### src/rtl/reset_sequencer_if.sv
`default_nettype none
// ============================================================================
// Module   : reset_sequencer_if
// Brief    : Lock input and staged reset outputs of the reset sequencer.
// Revision : 1.0 - initial release
// ============================================================================
interface reset_sequencer_if;
    logic       locked_in;
    logic       reset_ram;
    logic       reset_pipe;
    logic       reset_disp;
    logic       ready;
    logic [7:0] lock_loss_count;

    // Master supplies the lock indication and consumes the staged resets
    modport master (
        output locked_in,
        input  reset_ram,
        input  reset_pipe,
        input  reset_disp,
        input  ready,
        input  lock_loss_count
    );

    modport slave (
        input  locked_in,
        output reset_ram,
        output reset_pipe,
        output reset_disp,
        output ready,
        output lock_loss_count
    );
endinterface
`default_nettype wire

### src/rtl/reset_sequencer.sv
`default_nettype none
// ============================================================================
// Module   : reset_sequencer
// Brief    : Qualifies DCM lock, then releases RAM, pipeline and display
//            resets in strict order; any lock loss re-asserts all of them.
// Revision : 1.0 - initial release
// ============================================================================
module reset_sequencer #(
    parameter int SYNC_STAGES        = 2,
    parameter int LOCK_STABLE_CYCLES = 1024,
    parameter int STAGE_GAP          = 16,
    parameter int CNT_WIDTH          = 16
) (
    input  wire logic         clock,
    input  wire logic         reset,
    reset_sequencer_if.slave  seq
);

    typedef enum logic [5:0] {
        S_WAIT_LOCK = 6'b000001,
        S_STABLE    = 6'b000010,
        S_REL_RAM   = 6'b000100,
        S_REL_PIPE  = 6'b001000,
        S_REL_DISP  = 6'b010000,
        S_RUN       = 6'b100000
    } state_t;

    localparam logic [CNT_WIDTH-1:0] c_stable_last = CNT_WIDTH'(LOCK_STABLE_CYCLES - 1);
    localparam logic [CNT_WIDTH-1:0] c_gap_last    = CNT_WIDTH'(STAGE_GAP - 1);

    logic [SYNC_STAGES-1:0] r_sync;
    logic                   w_locked_sync;

    state_t                 r_state;
    state_t                 w_next_state;
    logic [CNT_WIDTH-1:0]   r_cnt;
    logic [CNT_WIDTH-1:0]   w_next_cnt;
    logic                   w_lock_lost;

    logic                   r_reset_ram;
    logic                   r_reset_pipe;
    logic                   r_reset_disp;
    logic                   r_ready;
    logic [7:0]             r_lock_loss_count;
    logic                   w_reset_ram;
    logic                   w_reset_pipe;
    logic                   w_reset_disp;
    logic                   w_ready;

    assign w_locked_sync = r_sync[SYNC_STAGES-1];

    always_ff @(posedge clock) begin
        if (reset) begin
            r_sync <= '0;
        end else begin
            r_sync <= {r_sync[SYNC_STAGES-2:0], seq.locked_in};
        end
    end

    always_ff @(posedge clock) begin
        if (reset) begin
            r_state           <= S_WAIT_LOCK;
            r_cnt             <= '0;
            r_reset_ram       <= 1'b1;
            r_reset_pipe      <= 1'b1;
            r_reset_disp      <= 1'b1;
            r_ready           <= 1'b0;
            r_lock_loss_count <= 8'd0;
        end else begin
            r_state      <= w_next_state;
            r_cnt        <= w_next_cnt;
            r_reset_ram  <= w_reset_ram;
            r_reset_pipe <= w_reset_pipe;
            r_reset_disp <= w_reset_disp;
            r_ready      <= w_ready;
            if (w_lock_lost && (r_lock_loss_count != 8'hFF)) begin
                r_lock_loss_count <= r_lock_loss_count + 8'd1;
            end
        end
    end

    always_comb begin
        w_next_state = r_state;
        w_next_cnt   = '0;
        w_lock_lost  = 1'b0;

        case (r_state)
            S_WAIT_LOCK: begin
                if (w_locked_sync) begin
                    w_next_state = S_STABLE;
                end
            end
            S_STABLE: begin
                if (r_cnt == c_stable_last) begin
                    w_next_state = S_REL_RAM;
                end else begin
                    w_next_cnt = r_cnt + 1'b1;
                end
            end
            S_REL_RAM, S_REL_PIPE, S_REL_DISP: begin
                if (r_cnt == c_gap_last) begin
                    case (r_state)
                        S_REL_RAM:  w_next_state = S_REL_PIPE;
                        S_REL_PIPE: w_next_state = S_REL_DISP;
                        default:    w_next_state = S_RUN;
                    endcase
                end else begin
                    w_next_cnt = r_cnt + 1'b1;
                end
            end
            S_RUN: begin
                w_next_state = S_RUN;
            end
            default: begin
                w_next_state = S_WAIT_LOCK;
            end
        endcase

        // Lock loss overrides every other transition, including terminal counts
        if (!w_locked_sync && (r_state != S_WAIT_LOCK)) begin
            w_next_state = S_WAIT_LOCK;
            w_next_cnt   = '0;
            w_lock_lost  = 1'b1;
        end
    end

    always_comb begin
        w_reset_ram  = 1'b1;
        w_reset_pipe = 1'b1;
        w_reset_disp = 1'b1;
        w_ready      = 1'b0;
        case (w_next_state)
            S_REL_RAM: begin
                w_reset_ram = 1'b0;
            end
            S_REL_PIPE: begin
                w_reset_ram  = 1'b0;
                w_reset_pipe = 1'b0;
            end
            S_REL_DISP: begin
                w_reset_ram  = 1'b0;
                w_reset_pipe = 1'b0;
                w_reset_disp = 1'b0;
            end
            S_RUN: begin
                w_reset_ram  = 1'b0;
                w_reset_pipe = 1'b0;
                w_reset_disp = 1'b0;
                w_ready      = 1'b1;
            end
            default: begin
                w_ready = 1'b0;
            end
        endcase
    end

    assign seq.reset_ram       = r_reset_ram;
    assign seq.reset_pipe      = r_reset_pipe;
    assign seq.reset_disp      = r_reset_disp;
    assign seq.ready           = r_ready;
    assign seq.lock_loss_count = r_lock_loss_count;

endmodule
`default_nettype wire

### src/flat_wrapper.sv
// flat-port wrapper written by rule: the top's interface ports become plain ports
module reset_sequencer_flat 
#(
    parameter int SYNC_STAGES        = 2,
    parameter int LOCK_STABLE_CYCLES = 1024,
    parameter int STAGE_GAP          = 16,
    parameter int CNT_WIDTH          = 16
)
  (clock, reset, seq_locked_in, seq_reset_ram, seq_reset_pipe, seq_reset_disp, seq_ready, seq_lock_loss_count);
  reset_sequencer_if seq_i ();
  input  wire logic clock;
  input  wire logic reset;
  input wire logic [$bits(seq_i.locked_in)-1:0] seq_locked_in;
  output wire logic [$bits(seq_i.reset_ram)-1:0] seq_reset_ram;
  output wire logic [$bits(seq_i.reset_pipe)-1:0] seq_reset_pipe;
  output wire logic [$bits(seq_i.reset_disp)-1:0] seq_reset_disp;
  output wire logic [$bits(seq_i.ready)-1:0] seq_ready;
  output wire logic [$bits(seq_i.lock_loss_count)-1:0] seq_lock_loss_count;
  assign seq_i.locked_in = seq_locked_in;
  assign seq_reset_ram = seq_i.reset_ram;
  assign seq_reset_pipe = seq_i.reset_pipe;
  assign seq_reset_disp = seq_i.reset_disp;
  assign seq_ready = seq_i.ready;
  assign seq_lock_loss_count = seq_i.lock_loss_count;
  reset_sequencer #(.SYNC_STAGES(SYNC_STAGES), .LOCK_STABLE_CYCLES(LOCK_STABLE_CYCLES), .STAGE_GAP(STAGE_GAP), .CNT_WIDTH(CNT_WIDTH)) u_core (.clock(clock), .reset(reset), .seq(seq_i));
endmodule
### config.mk
export PLATFORM = sky130hd
export DESIGN_NAME = reset_sequencer_flat
export DESIGN_NICKNAME = d
export VERILOG_FILES = /design/src/rtl/reset_sequencer_if.sv /design/src/rtl/reset_sequencer.sv /design/src/flat_wrapper.sv
export SDC_FILE = /design/constraint.sdc
export NUM_CORES = 1
export LEC_CHECK = 0
export CORE_UTILIZATION = 32
export CTS_CLUSTER_DIAMETER = 60
export CTS_CLUSTER_SIZE = 40
export DETAILED_ROUTE_END_ITERATION = 10
export SLEW_MARGIN = 20
export SYNTH_ARGS = -nofsm -noshare
export SYNTH_HDL_FRONTEND = slang
export SYNTH_SLANG_ARGS = --single-unit
### constraint.sdc
create_clock -name clock -period 5.55 [get_ports clock]
set_clock_uncertainty 0.2 [all_clocks]
set_input_delay 1.665 -clock clock [delete_from_list [all_inputs] [get_ports clock]]
set_output_delay 1.665 -clock clock [all_outputs]
set_load 0.01 [all_outputs]
# == After elaboration in Yosys (flattened, before gate mapping) ==
# Index checks and enable logic that the tools add are counted.
# word_totals
regBits,36
in_bits,3
out_inout_bits,12
elab_cells,46
# op_classes
addsub,2
n_eq_ne,14
muxes,14
n_reduce_logical,8
# ops
operator,n
$mux 16,2
$pmux 16 s2,1
$mux 6,4
$pmux 6 s4,1
$add 16x1->16 const B,1
$eq 16x10->1 const B,1
$eq 16x4->1 const B,1
$eq 6x3->1 const B,2
$eq 6x4->1 const B,2
$eq 6x5->1 const B,2
$eq 6x6->1 const B,2
$pmux 6 s2,1
$add 8x1->8 const B,1
$ne 8x8->1 const B,1
$eq 6x1->1 const B,1
$eq 6x2->1 const B,1
$ne 6x1->1 const B,1
$reduce_or 3->1,2
$mux 1,5
$reduce_or 2->1,2
$reduce_or 4->1,1
$logic_and 1x1->1,2
$logic_not 1->1,1

# == Longest topological paths before layout ==
# depth
depth_word,8
ltp_mapped,7
depth_no_buf,6

# == Least setup slack after synthesis ==
# Ideal clock, no wire load.
# synth_path
kind,input-to-reg
start,input port reset
end,register u_core.r_cnt[10]
setup_ns,0.115
t_arrival_ns,2.322
t_required_ns,5.235
setup_slack_ns,2.913
cell_stages,5
path_buffers,2
path_cell_list,clkbuf_1 > nor2_1 > o21ai_2 > buf_4 > nor2_1
# synth_between
elab_chain_len,1
# synth_rtl
element,line,text
"start, declared",flat_wrapper.sv:12,input wire logic reset;
$reduce_or 2->1 (no line),n/a,
"end signal, assigned",reset_sequencer.sv:71,r_cnt <= w_next_cnt;
"end, declared",reset_sequencer.sv:36,logic [CNT_WIDTH-1:0] r_cnt;
# Every way passes these cells.
# A chain may end at the register's enable or synchronous reset.

# == Worst setup path after layout ==
# layout_path
start,register u_core.r_lock_loss_count[2] (netlist: u_core.seq.lock_loss_count[2])
end,output port seq_lock_loss_count[2]
# layout_lines
element,line,text
"start, declared",reset_sequencer.sv:44,logic [7:0] r_lock_loss_count;
"start signal, assigned",reset_sequencer.sv:77,r_lock_loss_count <= r_lock_loss_count + 8'd1;
"end, declared",flat_wrapper.sv:18,output wire logic [$bits(seq_i.lock_loss_count)-1:0] seq_lock_loss_count;
# No word-level cell between the ends.

==> results.py <==
metrics = {
    "synthesis": {
        "yosysTopAreaCell": "dfxtp_1",
        "synth_area_per_cell_um2": 8.921,
        "synthFlopType": "dfxtp_1",
        "synth_cell_types": 42,
        "syn-num-nets": 190,
        "ys_seq_area_share_pct": 43.67,
        "synth_edf_count": 0,
        "netlist_instances": 185,
        "synth_area_um2": 1650,
        "async_flop_share_pct": 0,
        "synth_area_leaders": "dfxtp_1, nor2_1, xor2_1",
        "synth-seq-cells": 36,
        "synth_top_area_share_pct": 43.67,
        "yosys_warnings": 0,
    },
    "die": {
        "ios": 15,
        "die_h_um": 73.82,
        "start_util_pct": 34.04,
        "row_count": 25,
        "die-area_um2": 5449,
        "core_area_um2": 4848,
        "die_x_um": 73.82,
    },
    "finish": {
        "utilization_pct": 39.90,
        "finalNetCount": 204,
        "diodes": 0,
        "final_common_cell": "nor2_1",
        "syn2layout_area_growth_pct": 17.21,
        "layout_common_cells": "nor2_1, dfxtp_1, xor2_1",
        "stdcell_count": 267,
        "fillers": 493,
        "final_layout_size_suffix_gt1_share_pct": 8.500,
    },
    "worst_hold_path": {
        "worstHoldPathType": "reg -> reg",
    },
    "timing": {
        "max_freq_mhz": 317.2,
        "finalHoldViolations": 0,
        "slew_headroom_pct": 56.74,
        "fin_crit_sh_pct": 56.80,
        "worst_pin_slew_ps": 648.8,
        "drv_slew": 0,
        "rsz0062_at_grt": "false",
        "tns_ps": 0,
        "min_period_ps": 3153,
        "finalSetupViolations": 0,
    },
    "worst_setup_path": {
        "cp-end-kind": "output pin",
        "crit_fanout": 6,
        "required_ps": 3690,
        "cp_top_family": "buffers and inverters",
        "crit_buf_inv": 1,
        "crit_chain": "clkdlybuf4s50_1",
        "worst_path_largest_cell_delay_ps": 570,
        "worstSetupPathType": "reg -> out",
        "crit_path_top_delay_cell": "clkdlybuf4s50_1",
        "worstSetupStartpointType": "flop",
        "arrival_ps": 1290,
    },
    "grt": {
        "grt_usage_pct": 12.81,
        "grt_max_degree": 19,
        "grt_pass1_wl_um": 5195,
        "grt_overflow": 0,
        "antenna_found_initial": 0,
        "grt_pass1_vias": 1164,
    },
    "clock_network": {
        "cts_tree": "built",
        "cts_hold_buf": 0,
        "post-cts-setup-buffers": 0,
        "clkSlewWorstSetupHoldPaths_ps": 70,
        "clock_latency_ps": 290,
        "cts_buffers": 5,
        "root_buffer": "clkbuf_8",
        "cts_resized": 0,
        "cts_buffer_depth": 2,
        "cts.sinks": 36,
        "cts.htree.levels": 2,
    },
    "power_and_ir_drop": {
        "powerDensity_nw_per_um2": 239.3,
        "p_leak_nw": 0.6532,
        "p_comb_share_pct": 2.6,
        "internal_power_mw": 0.3664,
        "swShare_pct": 20.84,
        "ir_drop_uv": 165.3,
        "p_sw_mw": 0.09649,
        "pwr-share-seq_pct": 56.4,
        "pwr-share-clk_pct": 41.0,
    },
    "route": {
        "wl_um": 2965,
        "first_pass_iters": 4,
        "wl_per_cell_um": 11.10,
        "num_vias": 1266,
        "ant_nets": 0,
        "vias_per_cell": 4.742,
        "drc": 0,
        "drtIter0Drc": 132,
    },
    "status": {
        "outcome": "complete, no violations",
    },
    "placed_design": {
        "place_hpwl_um": 2091,
        "place_congestion": 0.7620,
        "io_buffers": 14,
        "dp.cells": 259,
    },
    "flow_run": {
        "cap_violations": 0,
    },
}
[registers in the layout, indices dropped and copies added (netlist names)]
signal                      cells
u_core.r_cnt                   16
u_core.seq.lock_loss_count      8
u_core.r_state                  6
u_core.r_sync                   2
u_core.seq.ready                1
u_core.seq.reset_disp           1
u_core.seq.reset_pipe           1
u_core.seq.reset_ram            1
[cell usage after synthesis, drive strengths merged (3+ instances only)]
cell / count
nand4: 7
or4: 4
xnor2: 7
inv: 4
nor2: 38
nand3: 5
a21oi: 3
nor3: 9
clkbuf: 6
o21ai: 4
dfxtp: 36
nor2b: 4
xor2: 16
and3: 4
nor4: 3
nand2: 9
[metal layers]
layer / wire length [µm] / vias up / track usage, %
met5: 0 / - / 0
met4: 57 / 0 / 6.410
met3: 78 / 5 / 3.704
met2: 1338 / 14 / 19.16
met1: 1491 / 577 / 16.72
li1: - / 670 / -
[cells by family (layout without fill, tap and decap cells)]
logic type	Yosys count	after routing	share of synthesized area [%]
compound gates	15	15	6.899
xor+xnor	23	23	12.21
fa+ha+maj	2	2	1.516
buf+inv	11	26	2.729
flops	36	36	43.67
mux	2	2	1.213
simple gates	96	96	31.77
[power groups by stage]
stage,sequential [mW],combinational [mW],clock (mW)
6_report,0.261,0.0120,0.190
5_1_grt,0.261,0.0133,0.210
4_1_cts,0.261,0.0121,0.196
3_5_place_dp,0.267,0.0121,0
3_3_place_gp,0.267,0.0121,0
2_1_floorplan,0.267,0.00773,0
[cell type report]
cell class,instances,area [µm²],share of cell area (%)
Clock buffer,8,90.09,4.657
Inverter,4,15.01,0.7762
Multi-Input combinational cell,138,884.6,45.73
Sequential cell,36,720.7,37.26
Tap cell,67,83.83,4.334
Timing Repair Buffer,14,140.1,7.244
[stage by stage]
| step | setup WS (ps) | hold slack [ps] | instance area (µm²) | total power [mW] |
|---|---|---|---|---|
| 3_3_place_gp | 2100 | 223.9 | 1844 | 0.2792 |
| 2_1_floorplan | 2913 | 213.8 | 1650 | 0.2750 |
| 3_5_place_dp | 2069 | 225.8 | 1844 | 0.2793 |
| 5_1_grt | 2264 | 271.9 | 1934 | 0.4847 |
| 6_report | 2397 | 231.5 | 1934 | 0.4629 |
| 4_1_cts | 2383 | 240.2 | 1934 | 0.4693 |
[path summary, 6_finish.rpt]
check	start	end	slack (ps)	cells after the start
max	u_core.seq.lock_loss_count[2]	seq_lock_loss_count[2]	2400	1
min	u_core.r_sync[0]	u_core.r_sync[1]	230	1
max reg2reg	u_core.r_cnt[10]	u_core.r_cnt[13]	2980	5
min reg2reg	u_core.r_sync[0]	u_core.r_sync[1]	230	1
Note: power is estimated with default switching activity, not from simulation.
